`src/rtl/mmio_responder_pkg.sv`:
```
`default_nettype none
// ============================================================================
//  Module      : mmio_responder_pkg
//  Description : Shared constants for the memory-mapped I/O responder.
//                Holds the I/O region tag (addr[31:28]) and the register
//                offsets decoded on addr[7:0], plus a small zero-extend helper.
//  Revision    : 1.0 - initial release
// ============================================================================
package mmio_responder_pkg;

    // Top nibble of the address that selects the I/O region
    localparam logic [3:0] IO_REGION    = 4'b1000;

    // Register offsets within the region (addr[7:0])
    localparam logic [7:0] IO_UART_CTRL = 8'h00;
    localparam logic [7:0] IO_UART_RX   = 8'h04;
    localparam logic [7:0] IO_UART_TX   = 8'h08;
    localparam logic [7:0] IO_CYC_CNT   = 8'h10;
    localparam logic [7:0] IO_INST_CNT  = 8'h14;
    localparam logic [7:0] IO_CNT_RST   = 8'h18;

    // Zero-extend a byte to a full read word
    function automatic logic [31:0] zext8(input logic [7:0] b);
        return {24'h00_0000, b};
    endfunction

endpackage
`default_nettype wire

```
`src/rtl/mmio_responder_sync_fifo.sv`:
```
`default_nettype none
// ============================================================================
//  Module      : sync_fifo
//  Description : Single-clock FIFO with a registered occupancy count and a
//                first-word-fall-through head (dout shows the oldest entry
//                whenever empty is low). Push while full and pop while empty
//                are ignored, so a simultaneous push/pop on an empty FIFO
//                stores the byte and leaves the read pointer alone.
//  Ports       : clk, rst   - clock, synchronous active-high reset
//                push, din  - write request and data
//                pop        - read request (advances the head)
//                dout       - current head entry
//                full/empty - decoded from the registered count
//  Revision    : 1.0 - initial release
// ============================================================================
module sync_fifo #(
    parameter int WIDTH = 8,
    parameter int DEPTH = 8      // power of 2, at least 2
) (
    input  logic             clk,
    input  logic             rst,
    input  logic             push,
    input  logic             pop,
    input  logic [WIDTH-1:0] din,
    output logic [WIDTH-1:0] dout,
    output logic             full,
    output logic             empty
);

    localparam int AW = $clog2(DEPTH);
    localparam int CW = AW + 1;
    localparam logic [CW-1:0] C_FULL_COUNT = CW'(DEPTH);

    logic [WIDTH-1:0] mem_q [DEPTH];
    logic [AW-1:0]    wr_ptr_q;
    logic [AW-1:0]    rd_ptr_q;
    logic [CW-1:0]    count_q;

    logic w_do_push;
    logic w_do_pop;

    assign full      = (count_q == C_FULL_COUNT);
    assign empty     = (count_q == '0);
    assign w_do_push = push && !full;
    assign w_do_pop  = pop  && !empty;
    assign dout      = mem_q[rd_ptr_q];

    // Storage carries no reset; validity is tracked by the count alone
    always_ff @(posedge clk) begin
        if (w_do_push) begin
            mem_q[wr_ptr_q] <= din;
        end
    end

    // Pointers wrap naturally because DEPTH is a power of 2
    always_ff @(posedge clk) begin
        if (rst) begin
            wr_ptr_q <= '0;
            rd_ptr_q <= '0;
            count_q  <= '0;
        end else begin
            if (w_do_push) begin
                wr_ptr_q <= wr_ptr_q + AW'(1);
            end
            if (w_do_pop) begin
                rd_ptr_q <= rd_ptr_q + AW'(1);
            end
            case ({w_do_push, w_do_pop})
                2'b10:   count_q <= count_q + CW'(1);
                2'b01:   count_q <= count_q - CW'(1);
                default: count_q <= count_q;
            endcase
        end
    end

endmodule
`default_nettype wire

```
`src/rtl/mmio_responder.sv`:
```
`default_nettype none
// ============================================================================
//  Module      : mmio_responder
//  Description : Memory-mapped I/O responder for the core data path. Decodes
//                loads/stores in region addr[31:28]==4'b1000 and returns the
//                read word one cycle later, matching DMEM latency. Owns the
//                UART TX holding register, the RX byte FIFO and the cycle /
//                retired-instruction counters.
//  Ports       : clk, rst              - clock, synchronous active-high reset
//                addr, wdata, wmask    - stage-2 access address / store data
//                load_en, store_en     - stage-2 access type
//                stall                 - suppresses every access side effect
//                inst_retire           - instruction-counter increment
//                dout                  - registered read data
//                tx_data/valid/ready   - UART transmit handshake
//                rx_data/valid/ready   - UART receive handshake
//  Revision    : 1.0 - initial release
// ============================================================================
module mmio_responder
    import mmio_responder_pkg::*;
#(
    parameter int RX_DEPTH = 8
) (
    input  logic        clk,
    input  logic        rst,
    input  logic [31:0] addr,
    input  logic [31:0] wdata,
    input  logic [3:0]  wmask,
    input  logic        load_en,
    input  logic        store_en,
    input  logic        stall,
    input  logic        inst_retire,
    output logic [31:0] dout,
    output logic [7:0]  tx_data,
    output logic        tx_valid,
    input  logic        tx_ready,
    input  logic [7:0]  rx_data,
    input  logic        rx_valid,
    output logic        rx_ready
);

    // ------------------------------------------------------------------
    // Access decode
    // ------------------------------------------------------------------
    logic       w_sel;
    logic       w_load;
    logic       w_store;
    logic [7:0] w_off;

    assign w_sel   = (addr[31:28] == IO_REGION) && !stall;
    assign w_load  = w_sel && load_en;
    assign w_store = w_sel && store_en;
    assign w_off   = addr[7:0];

    // ------------------------------------------------------------------
    // RX FIFO
    // ------------------------------------------------------------------
    logic [7:0] w_fifo_dout;
    logic       w_fifo_full;
    logic       w_fifo_empty;
    logic       w_push;
    logic       w_pop;

    // rst is folded in so the receiver never sees ready during reset
    assign rx_ready = ~w_fifo_full & ~rst;
    assign w_push   = rx_valid & rx_ready;
    // Popping an empty FIFO is ignored inside the FIFO itself
    assign w_pop    = w_load && (w_off == IO_UART_RX);

    sync_fifo #(
        .WIDTH (8),
        .DEPTH (RX_DEPTH)
    ) u_rx_fifo (
        .clk   (clk),
        .rst   (rst),
        .push  (w_push),
        .pop   (w_pop),
        .din   (rx_data),
        .dout  (w_fifo_dout),
        .full  (w_fifo_full),
        .empty (w_fifo_empty)
    );

    // ------------------------------------------------------------------
    // Registers
    // ------------------------------------------------------------------
    logic [31:0] dout_q,     dout_d;
    logic [7:0]  tx_data_q,  tx_data_d;
    logic        tx_valid_q, tx_valid_d;
    logic [31:0] cyc_q,      cyc_d;
    logic [31:0] inst_q,     inst_d;
    logic [31:0] w_rdata;
    logic        w_cnt_clr;

    // Read mux: all sources are registered state, so dout has no
    // combinational path from the address/enables to the outside.
    always_comb begin
        w_rdata = 32'h0;
        case (w_off)
            IO_UART_CTRL: w_rdata = {30'h0, ~w_fifo_empty, ~tx_valid_q};
            IO_UART_RX:   w_rdata = w_fifo_empty ? 32'h0 : zext8(w_fifo_dout);
            IO_CYC_CNT:   w_rdata = cyc_q;
            IO_INST_CNT:  w_rdata = inst_q;
            default:      w_rdata = 32'h0;
        endcase
    end

    assign w_cnt_clr = w_store && (w_off == IO_CNT_RST);

    always_comb begin
        dout_d     = w_load ? w_rdata : dout_q;

        tx_data_d  = tx_data_q;
        tx_valid_d = tx_valid_q;
        // A busy holding register drops the store even if the handshake
        // completes in the same cycle.
        if (tx_valid_q) begin
            if (tx_ready) begin
                tx_valid_d = 1'b0;
            end
        end else if (w_store && (w_off == IO_UART_TX) && wmask[0]) begin
            tx_data_d  = wdata[7:0];
            tx_valid_d = 1'b1;
        end

        // Clear wins over increment
        if (w_cnt_clr) begin
            cyc_d  = 32'h0;
            inst_d = 32'h0;
        end else begin
            cyc_d  = cyc_q + 32'd1;
            inst_d = inst_q + {31'h0, inst_retire};
        end
    end

    always_ff @(posedge clk) begin
        if (rst) begin
            dout_q     <= 32'h0;
            tx_data_q  <= 8'h00;
            tx_valid_q <= 1'b0;
            cyc_q      <= 32'h0;
            inst_q     <= 32'h0;
        end else begin
            dout_q     <= dout_d;
            tx_data_q  <= tx_data_d;
            tx_valid_q <= tx_valid_d;
            cyc_q      <= cyc_d;
            inst_q     <= inst_d;
        end
    end

    assign dout     = dout_q;
    assign tx_data  = tx_data_q;
    assign tx_valid = tx_valid_q;

endmodule
`default_nettype wire

```
`config.mk`:
```
export PLATFORM = sky130hd
export DESIGN_NAME = mmio_responder
export DESIGN_NICKNAME = d
export VERILOG_FILES = /design/src/rtl/mmio_responder_pkg.sv /design/src/rtl/mmio_responder_sync_fifo.sv /design/src/rtl/mmio_responder.sv
export SDC_FILE = /design/constraint.sdc
export NUM_CORES = 1
export LEC_CHECK = 0
export CAP_MARGIN = 20
export CORE_MARGIN = 5
export CORE_UTILIZATION = 30
export DETAILED_ROUTE_END_ITERATION = 8
export PLACE_DENSITY_LB_ADDON = 0.08
export SLEW_MARGIN = 30
export SYNTH_ARGS = -nofsm -noshare
export SYNTH_HDL_FRONTEND = slang
export SYNTH_HIERARCHICAL = 1
export SYNTH_SLANG_ARGS = --single-unit
```
`constraint.sdc`:
```
create_clock -name clk -period 6.84 [get_ports clk]
set_input_delay 0.684 -clock clk [delete_from_list [all_inputs] [get_ports clk]]
set_output_delay 0.684 -clock clk [all_outputs]
set_load 0.005 [all_outputs]
```
=== After elaboration in Yosys (flattened, before gate mapping) ===
Memories as Yosys holds them, arrays and structs flattened. A register that Yosys moved wholly into a read port is not among the register bits.
Cells that the tools add are included.

* Memories: 1
* Output and inout port bits: 42
* Flip-flop bits (word level): 115
* Input bits: 84
* Logic and storage cells: 57
* Bits in writable memories: 64

* Bitwise operators: 6
* Reduce and logical (&&, ||, !) cells: 17
* Eq/ne operators: 9
* Add/sub/neg operators: 6
* Muxes and demuxes: 10

{| class="wikitable"
|+ Memory list
! name !! words !! width !! rd ports !! clocked after memory_dff !! write ports !! RTL line !! source
|-
| u_rx_fifo.mem_q || 8 || 8 || 1 || 1 || 1 || mmio_responder_sync_fifo.sv:34 || <nowiki>logic [WIDTH-1:0] mem_q [DEPTH];</nowiki>
|}

{| class="wikitable"
|+ Operator list
! kind !! count
|-
| $pmux W32 S4 || 1
|-
| $add A32 B1 Y32 || 1
|-
| $add A32 B1 Y32 const B || 1
|-
| $eq A8 B5 Y1 const B || 3
|-
| $logic_and A1 B1 Y1 || 9
|-
| $eq A4 B4 Y1 const B || 2
|-
| $eq A8 B3 Y1 const B || 1
|-
| $eq A8 B4 Y1 const B || 1
|-
| $logic_not A8 Y1 || 1
|-
| $mux W8 || 1
|-
| $pmux W4 S2 || 1
|-
| $add A3 B1 Y3 const B || 2
|-
| $mux W3 || 2
|-
| $mux W1 || 5
|-
| $add A4 B1 Y4 const B || 1
|-
| $logic_not A4 Y1 || 1
|-
| $not A1 Y1 || 4
|-
| $sub A4 B1 Y4 const B || 1
|-
| $logic_not A1 Y1 || 3
|-
| $and A1 B1 Y1 || 2
|-
| $eq A2 B1 Y1 const B || 1
|-
| $eq A2 B2 Y1 const B || 1
|-
| $reduce_and A2 Y1 || 1
|-
| $reduce_bool A2 Y1 || 1
|-
| $reduce_or A2 Y1 || 1
|}

=== Depth between registers and ports, before layout ===
Gate-level depths: netlist (run 1).

* Depth in word-level cells: 7
* Gate-level depth with buffers: 14
* Depth with buffers taken out: 12

=== By module ===
Netlist (run 1), hierarchy kept.

{| class="wikitable"
|+ Modules (own cells, without submodules)
! module !! cells an instance !! seq. area each (um2) !! area an instance (um2) !! instances
|-
| mmio_responder || 555 || 2102.0 || 4885.9 || 1
|-
| sync_fifo || 167 || 2182.1 || 3150.5 || 1
|}

=== Worst setup path after synthesis (run 1) ===
OpenSTA, ideal clock, no wires.

* Path type: in2reg
* Start: input port addr[2]
* End: register u_rx_fifo.count_q[2]
* Data required time: 6.769 ns
* Stages: 13
* Arrival: 2.991 ns
* Slack: 3.778 ns
* Cell sequence: buf_2 -> nor4b_1 -> buf_2 -> nand2_1 -> nor3_1 -> o41a_1 -> ha_1 -> xor2_1 -> ha_1 -> a21oi_1 -> xor2_1 -> or3_1 -> a21oi_1

* Cells in the longest elaborated chain, start to end: 5
* Elaborated cells on any way between the ends: 7

{| class="wikitable"
|+ RTL lines
! element !! RTL line !! source
|-
| from (decl) || mmio_responder.sv:26 || <nowiki>input logic [31:0] addr,</nowiki>
|-
| $eq A8 B3 Y1 (*) || mmio_responder.sv:68 || <nowiki>assign w_pop = w_load && (w_off == IO_UART_RX);</nowiki>
|-
| $logic_and A1 B1 Y1 (*) || mmio_responder.sv:68 ||
|-
| named net w_pop || mmio_responder.sv:62 || <nowiki>logic w_pop;</nowiki>
|-
| $logic_and A1 B1 Y1 (*) || mmio_responder_sync_fifo.sv:45 || <nowiki>assign w_do_pop = pop && !empty;</nowiki>
|-
| named net u_rx_fifo.w_do_pop || mmio_responder_sync_fifo.sv:40 || <nowiki>logic w_do_pop;</nowiki>
|-
| $eq A2 B1 Y1 or $eq A2 B2 Y1 (tied branches) || mmio_responder_sync_fifo.sv:68 || <nowiki>case ({w_do_push, w_do_pop})</nowiki>
|-
| $pmux W4 S2 or $reduce_bool A2 Y1 (tied branches) || - ||
|-
| to (signal assigned) || mmio_responder_sync_fifo.sv:69 || <nowiki>2'b10: count_q <= count_q + CW'(1);</nowiki>
|-
| to (signal assigned) || mmio_responder_sync_fifo.sv:70 || <nowiki>2'b01: count_q <= count_q - CW'(1);</nowiki>
|-
| to (signal assigned) || mmio_responder_sync_fifo.sv:71 || <nowiki>default: count_q <= count_q;</nowiki>
|-
| to (decl) || mmio_responder_sync_fifo.sv:37 || <nowiki>logic [CW-1:0] count_q;</nowiki>
|}

The timed path passes the listed nets; every way through them passes the cells marked *.
A chain may end at the register's enable or synchronous reset.

=== Worst setup path in the final report (run 1) ===
Same ends and word-level chain as after synthesis.

==> flow_summary_export.csv, run 1 <==
group,metric,value,unit
run_status,status,"complete, no violations",
logic_synthesis,syn_avg_cell_area,11.1,sq um
worst_setup_path,critical_path_arrival,4.21,ns
worst_setup_path,cp_max_fo,29,
logic_synthesis,synth_edf_count,64,
logic_synthesis,synth-seq-cells,182,
cells_and_area,drive_gt1_share,10.1,%
route,via_per_inst,5.15,
cells_and_area,fillers,2601,
timing,hold_violations,0,
grt,grt_overflow,0,
floorplan,io_pins,126,
floorplan,die_h,174,um
place,placed_cells,1103,
clocking,post_cts_resized,0,
floorplan,core,26700,sq um
pwr,power,2.19,mW
clocking,ctsLongestPathBuffers,2,
clocking,hold_buffers,0,
job,maxCapViolations,0,
logic_synthesis,synth_ff_type,"dfxtp_1",
timing,max-slew-margin-rel,39.4,%
logic_synthesis,async_reset_ff_share,0,%
min_path,hold_end,"dout[20]",
logic_synthesis,synth_area_leaders,"dfxtp_1 29%, edfxtp_1 24%, mux2i_1 3.5%",
grt,grt_start_max_net_pins,63,
place,portBuffers,78,
min_path,worstHoldPathType,"reg2reg",
logic_synthesis,seq_area_frac_synth,53.3,%
timing,grt_setup_unrepaired,"no",
timing,setup-tns-final,0,ns
grt,grt.total_usage,13.0,%
timing,setup_violations,0,
clocking,clock-root-buffer,"clkbuf_16",
min_path,hp-start,"dout[20]",
clocking,cts_buffers,17,
route,antenna_left,0,
timing,clock.fmax,260,MHz
route,drc,0,
logic_synthesis,synthCells,722,
timing,fin_skew,0.0111,ns
pwr,power_density,225,nW/um^2
route,route.vias.total,5840,
worst_setup_path,critPathKind,"in2reg",
route,drt_pass1_iterations,6,
timing,finalCritPeriodShare,56.3,%
clocking,worstSkewPairLatency,0.43,ns
cells_and_area,fin_nets,873,
worst_setup_path,rr_worst_depth,12,
floorplan,rows,60,
cells_and_area,syn2layout_area_growth,20.9,%
grt,grt_pass1_vias,5758,
grt,grt_pass1_wl,31500,um
logic_synthesis,yosys_warnings,6,
logic_synthesis,synth_most_common_cell,"dfxtp_1",
floorplan,dieArea,30200,sq um
place,place.gp.congestion,0.750,
cells_and_area,diodes,0,
logic_synthesis,synth_cell_types,61,
place,post_dp_cell_area,9130,sq um
timing,worst_pin_slew,0.904,ns
worst_setup_path,rr_startpoint,"u_rx_fifo/count_q[1]",
timing,period_needed,3.85,ns
logic_synthesis,mappedNetlistNets,814,
worst_setup_path,r2r_setup_slack,3.90,ns
timing,slew_violations,0,
clocking,htreeDepth,4,
pwr,leakagePower,3.11,nW
place,place_hpwl,13500,um
worst_setup_path,crit_path_start_kind,"input pin",
logic_synthesis,syn_area,8040,sq um
clocking,post_cts_buffers,0,
logic_synthesis,yosysTopAreaCell,"dfxtp_1",
clocking,cts.sinks,182,
route,wl_per_cell,17.4,um
floorplan,initial_core_util,30.2,%
worst_setup_path,cp-end-kind,"flip-flop",
route,finalWirelength,19700,um
pwr,ir_drop,144,uV
cells_and_area,final_cells,1135,
grt,antenna_found_initial,0,
place,pre_cts_slack,2.21,ns
clocking,clk_pin_slew,0.08,ns
route,drt-initial-drc-count,305,
logic_synthesis,synth_top_area_share,29.4,%
worst_setup_path,r2r-end,"u_rx_fifo/count_q[2]",
floorplan,die_w,174,um
cells_and_area,final_area,9720,sq um
logic_synthesis,yosys-top-cells-count,"118 x dfxtp_1, 64 x edfxtp_1, 47 x nor2_1, 46 x a21oi_1, 45 x nand2_1",
min_path,hold_depth,2,
clocking,cts_tree,"built",
worst_setup_path,cp.required,7.20,ns
timing,worst_slack,2.99,ns
==> flip-flops by register name, summed over array words and instances, names as in the netlist, named ones only <==
register,cells
cyc_q,32
dout,32
inst_q,32
tx_data,8
tx_valid,1
u_rx_fifo/count_q,4
u_rx_fifo/mem_q,64
u_rx_fifo/rd_ptr_q,3
u_rx_fifo/wr_ptr_q,3
==> final cells by class <==
| type | count | area (sq um) | area share, % |
|---|---|---|---|
| Clock inverter | 15 | 154 | 1.58 |
| Multi-Input combinational cell | 487 | 3550 | 36.5 |
| Tap cell | 341 | 427 | 4.39 |
| Clock buffer | 17 | 425 | 4.38 |
| Timing Repair Buffer | 84 | 846 | 8.70 |
| Inverter | 9 | 33.8 | 0.348 |
| Sequential cell | 182 | 4290 | 44.1 |
==> worst max path at each step <==
stage / start / cells after the start / endpoint
after global routing: addr[2] / 13 / u_rx_fifo/count_q[2]
after detailed placement: addr[2] / 13 / u_rx_fifo/count_q[2]
after global placement: addr[2] / 13 / u_rx_fifo/count_q[2]
after floorplan: addr[2] / 13 / u_rx_fifo/count_q[2]
final: addr[2] / 13 / u_rx_fifo/count_q[2]
after CTS: addr[2] / 13 / u_rx_fifo/count_q[2]
==> cells by family after synthesis <==
logic type	share of synthesized area (%)
xor gates and xnor gates	3.58
DFF	53.3
AOI/OAI and AO/OA	10.9
buffers and inverters	3.46
adders and majority gates	1.25
and+or+nand+nor	17.9
muxes	9.61
==> report_power, final <==
| group | internal (mW) | total, mW | switching [mW] |
|---|---|---|---|
| combinational | 0.0389 | 0.0844 | 0.0455 |
| clock | 0.490 | 0.970 | 0.481 |
| sequential | 1.13 | 1.13 | 0.00727 |
| total | 1.65 | 2.19 | 0.534 |
==> metrics by stage <==
step	hold slack, ns	util (%)
3_3_place_gp	0.435	34.1
3_5_place_dp	0.442	34.2
2_1_floorplan	0.434	-
5_1_grt	0.478	36.5
6_report	0.452	36.5
4_1_cts	0.456	36.4
==> per-layer routing <==
layer / wire length [um] / GRT usage, % / vias to the layer above
li1: - / - / 2858
met5: 0 / 0 / -
met3: 477 / 2.51 / 19
met4: 308 / 4.16 / 0
met1: 8640 / 16.0 / 2888
met2: 10300 / 23.0 / 75
==> critical path, stage by stage <==
cell and delay [ns]:
clkdlybuf4s50_1 0.47, buf_4 0.41, nor4b_4 0.63, nand2_1 0.10, nor3_1 0.21, o41a_1 0.34
ha_1 0.32, xor2_1 0.19, ha_1 0.17, a21oi_1 0.05, xor2_1 0.16, or3_1 0.31
a21oi_1 0.14
==> cells in the final DEF (no fill, tap or decap), types with 8 or more instances in the layout <==
cell,count
o31ai_1,20
ha_1,8
and3_1,8
or4_1,20
mux2_2,9
nor2_1,44
o21ai_0,43
mux4_2,8
xor2_1,24
dfxtp_1,117
edfxtp_1,64
mux2i_1,28
nand4_1,26
mux4_1,8
nand2_1,45
inv_1,9
clkbuf_16,17
or3_1,13
clkdlybuf4s50_1,78
nand3_1,39
a21oi_1,46
and4_1,11
Power figures use the tool's default switching activity.
==> inputs of run 2 (changes only) <==
Clock period 6.84 ns to 3.9 ns, I/O delays scaled along.
==> run 2 against run 1 <==
Die area unchanged. Largest power group unchanged. Worst hold slack worse by 0.0082 ns. Largest cell class unchanged. Critical endpoint unchanged. Sequential share of layout area down 0.23 points.
==> flow_summary_export.csv, run 2 (synthesized netlist as in run 1, its figures left out) <==
group,metric,value,unit
worst_setup_path,cp.required,4.27,ns
clocking,cts.sinks,182,
worst_setup_path,crit_path_start_kind,"input pin",
clocking,post_cts_resized,0,
place,place_hpwl,13800,um
run_status,status,"complete, no violations",
job,maxCapViolations,0,
timing,setup_violations,0,
clocking,worstSkewPairLatency,0.43,ns
grt,grt.total_usage,13.2,%
cells_and_area,regMostFlops,"u_rx_fifo/mem_q",
cells_and_area,fillers,2576,
cells_and_area,largest_reg_flops,64,
floorplan,die_h,174,um
place,post_dp_cell_area,9180,sq um
worst_setup_path,cp_max_fo,5,
cells_and_area,final_area,9770,sq um
floorplan,io_pins,126,
clocking,htreeDepth,4,
clocking,clk_pin_slew,0.08,ns
floorplan,rows,60,
clocking,hold_buffers,0,
route,wl_per_cell,17.4,um
timing,clock.fmax,341,MHz
route,via_per_inst,5.14,
route,finalWirelength,19900,um
timing,period_needed,2.93,ns
worst_setup_path,critical_path_arrival,3.30,ns
timing,finalCritPeriodShare,75.2,%
cells_and_area,syn2layout_area_growth,21.6,%
worst_setup_path,critPathKind,"in2reg",
clocking,ctsLongestPathBuffers,2,
route,route.vias.total,5893,
worst_setup_path,cp-end-kind,"flip-flop",
route,met1_length,8860,um
route,dr_wl_met3,539,um
route,drt-initial-drc-count,332,
clocking,post_cts_buffers,0,
cells_and_area,drive_gt1_share,10.3,%
place,portBuffers,78,
pwr,leakagePower,3.17,nW
timing,hold_violations,0,
grt,grt_pass1_vias,5933,
min_path,worstHoldPathType,"reg2reg",
route,antenna_left,0,
cells_and_area,fin_nets,884,
floorplan,dieArea,30200,sq um
pwr,power_density,395,nW/um^2
pwr,ir_drop,261,uV
timing,whs,0.444,ns
clocking,cts_tree,"built",
grt,grt_start_max_net_pins,63,
cells_and_area,final_cells,1146,
place,placed_cells,1114,
grt,grt_pass1_wl,31900,um
timing,grt_setup_unrepaired,"no",
clocking,cts_buffers,17,
cells_and_area,mostFrequentLayoutCells,"117 x dfxtp_1, 78 x clkdlybuf4s50_1, 64 x edfxtp_1, 47 x nor2_1, 46 x a21oi_1",
cells_and_area,final_core_util,36.7,%
floorplan,core,26700,sq um
route,drc,0,
place,place.gp.congestion,0.763,
floorplan,die_w,174,um
timing,slew_violations,0,
grt,grt_overflow,0,
route,routed.top_layer,"met4",
route,wl_met2,10300,um
route,drt_pass1_iterations,5,
clocking,clock-root-buffer,"clkbuf_16",
timing,fin_skew,0.0123,ns
cells_and_area,final_common_cell,"dfxtp_1",
worst_setup_path,r2r_setup_slack,0.98,ns
timing,setup-tns-final,0,ns
timing,worst_pin_slew,0.896,ns
grt,antenna_found_initial,0,
floorplan,initial_core_util,30.2,%
cells_and_area,diodes,0,
timing,max-slew-margin-rel,40.3,%
[run 2: area by class of cell]
type / instances / area (sq um) / area share, %
inverters: 9 / 33.8 / 0.346
flip-flops and latches: 182 / 4290 / 43.9
clock buffers: 17 / 425 / 4.35
repair buffers: 95 / 928 / 9.50
well taps: 341 / 427 / 4.37
multi-input cells: 487 / 3510 / 35.9
clock inverters: 15 / 164 / 1.68
[run 2: per-stage QoR]
stage | power [mW] | worst slack (ns)
after floorplan | 2.10 | 1.13
after global placement | 2.17 | 0.517
after detailed placement | 2.18 | 0.493
after CTS | 3.92 | 0.954
after global routing | 4.01 | 0.666
final | 3.86 | 0.969
[run 2: metal layers]
metal / up-vias / track usage, %
met1: 2908 / 16.3
met3: 19 / 2.57
li1: 2881 / -
met5: - / 0
met2: 85 / 23.4
met4: 0 / 3.89
[run 2: power by group]
group | internal (mW) | leakage (nW) | switching [mW]
registers | 1.97 | 1.53 | 0.0123
logic | 0.0696 | 1.35 | 0.0788
clock network | 0.866 | 0.290 | 0.858
[run 2: final timing paths]
check	endpoint	startpoint	depth (start not counted)
setup / recovery	u_rx_fifo/count_q[2]	addr[29]	12
hold / removal	dout[1]	dout[1]	2
setup reg to reg	u_rx_fifo/count_q[2]	u_rx_fifo/count_q[1]	12
hold reg to reg	dout[1]	dout[1]	2
[run 2: worst max-delay path, cell delays in order]
cell and delay (ns):
clkdlybuf4s50_1 0.40, nor2_1 0.36, nand3_1 0.21, nor3_1 0.27
o41a_1 0.32, ha_1 0.32, xor2_1 0.20, ha_1 0.17
a21oi_1 0.05, xor2_1 0.16, or3_1 0.31, a21oi_1 0.14
==> inputs of run 3 (changes only) <==
Clock period 3.9 ns to 2.6 ns, I/O delays scaled along.
==> run 3 against run 2 <==
Flip-flop and latch count unchanged. Power up 49%. First-iteration DRC count down 21%.
==> flow_summary_export.csv, run 3 (synthesized netlist as in run 1, its figures left out) <==
group,metric,value,unit
min_path,worstHoldPathType,"in2reg",
clocking,cts_buffers,17,
route,wl_per_cell,17.2,um
pwr,switching_share,24.2,%
pwr,power_frac_comb,4.2,%
clocking,cts.sinks,182,
pwr,switchingPower,1.40,mW
cells_and_area,largest_reg_flops,64,
floorplan,io_pins,126,
worst_setup_path,cp-end-kind,"flip-flop",
floorplan,die_h,174,um
floorplan,rows,60,
floorplan,die_w,174,um
timing,setup_violations,0,
clocking,worstSkewPairLatency,0.43,ns
worst_setup_path,cp_max_fo,4,
pwr,power_frac_clock,44.1,%
clocking,clock-root-buffer,"clkbuf_16",
clocking,ctsLongestPathBuffers,2,
grt,grt_start_max_net_pins,49,
route,antenna_left,0,
route,drc,0,
timing,hold_violations,0,
grt,grt_pass1_wl,32500,um
timing,clock.fmax,409,MHz
place,post_dp_cell_area,9400,sq um
clocking,clk_pin_slew,0.08,ns
place,place_hpwl,14100,um
timing,slew_violations,0,
place,portBuffers,78,
cells_and_area,fin_nets,910,
grt,antenna_found_initial,0,
timing,setup-tns-final,0,ns
timing,worst_slack,0.156,ns
route,route.vias.total,5994,
pwr,p_int,4.37,mW
cells_and_area,final_common_cell,"dfxtp_1",
cells_and_area,syn2layout_area_growth,24.2,%
cells_and_area,fillers,2592,
worst_setup_path,critical_path_buf_inv_count,1,
pwr,ir_drop,323,uV
clocking,cts_tree,"built",
place,place.gp.congestion,0.766,
timing,worst_pin_slew,0.866,ns
job,maxCapViolations,0,
timing,finalCritPeriodShare,94.0,%
pwr,leakagePower,3.30,nW
cells_and_area,mostFrequentLayoutCells,"118 x dfxtp_1, 78 x clkdlybuf4s50_1, 64 x edfxtp_1, 47 x nor2_1, 46 x a21oi_1",
cells_and_area,regMostFlops,"u_rx_fifo/mem_q",
grt,grt.total_usage,13.3,%
route,drt_pass1_iterations,4,
floorplan,initial_core_util,30.2,%
worst_setup_path,crit_path_start_kind,"flip-flop",
route,drt-initial-drc-count,261,
worst_setup_path,critPathKind,"reg2reg",
grt,grt_overflow,0,
grt,grt_pass1_vias,5981,
cells_and_area,diodes,0,
route,finalWirelength,20100,um
cells_and_area,final_core_util,37.5,%
worst_setup_path,crit_path_max_incr_delay,0.54,ns
timing,period_needed,2.44,ns
cells_and_area,final_area,9980,sq um
worst_setup_path,crit_chain,"or4b_4, inv_1, nor2_1, and2_4, nand2_8, ha_4, xor2_1, ha_1, a21oi_1, xor2_1, or3_1, a21oi_1",
timing,grt_setup_unrepaired,"no",
cells_and_area,drive_gt1_share,13.2,%
pwr,seq_power_share,51.7,%
clocking,htreeDepth,4,
timing,max-slew-margin-rel,42.3,%
route,via_per_inst,5.11,
timing,fin_skew,0.0110,ns
worst_setup_path,critical_path_arrival,2.80,ns
clocking,hold_buffers,0,
worst_setup_path,cp_top_family,"simple AND/OR/NAND/NOR gates",
floorplan,dieArea,30200,sq um
clocking,post_cts_resized,0,
worst_setup_path,cp.required,2.96,ns
clocking,post_cts_buffers,0,
pwr,power_density,577,nW/um^2
run_status,status,"complete, no violations",
place,pre_cts_slack,-0.257,ns
worst_setup_path,cp_slowest_cell,"or4b_4",
floorplan,core,26700,sq um
## run 3: worst paths after layout
path	start	end	slack [ns]	cells after the start
worst max-delay path	u_rx_fifo/count_q[1]	u_rx_fifo/count_q[2]	0.16	12
worst min-delay path	wdata[3]	tx_data[3]	0.41	3
worst max register to register	u_rx_fifo/count_q[1]	u_rx_fifo/count_q[2]	0.16	12
worst min register to register	dout[1]	dout[1]	0.45	2
## run 3: layer usage
metal | GRT usage, % | share of wire (%)
met2 | 23.6 | 52
met4 | 3.56 | 1.4
met5 | 0 | 0
met3 | 2.75 | 2.8
met1 | 16.6 | 44
## run 3: worst reg2reg max path: stages (launching register included)
cell and delay, ns:
dfxtp_1 0.32, or4b_4 0.54, inv_1 0.07, nor2_1 0.05
and2_4 0.19, nand2_8 0.07, ha_4 0.14, xor2_1 0.16
ha_1 0.17, a21oi_1 0.06, xor2_1 0.15, or3_1 0.31
a21oi_1 0.14
## run 3: final cells by class
class | count | area [sq um] | share of cell area [%]
Clock buffer | 17 | 425 | 4.26
Sequential cell | 182 | 4280 | 42.9
Timing Repair Buffer | 121 | 1140 | 11.4
Clock inverter | 15 | 153 | 1.53
Multi-Input combinational cell | 487 | 3520 | 35.3
Tap cell | 341 | 427 | 4.27
Inverter | 9 | 33.8 | 0.338
## run 3: per-stage QoR
step,hold slack (ns),cells,total power [mW]
2_1_floorplan,0.359,722,3.15
3_3_place_gp,0.433,1139,3.28
3_5_place_dp,0.437,1140,3.29
4_1_cts,0.381,1172,5.84
5_1_grt,0.391,1172,5.97
6_report,0.412,1172,5.76
## run 3: power by group through the flow
stage	Combinational [mW]	Sequential [mW]	Clock, mW
global route	0.266	2.98	2.73
floorplan	0.107	3.04	0
finish	0.242	2.98	2.54
detailed placement	0.246	3.04	0
global placement	0.236	3.04	0
CTS	0.247	2.98	2.62
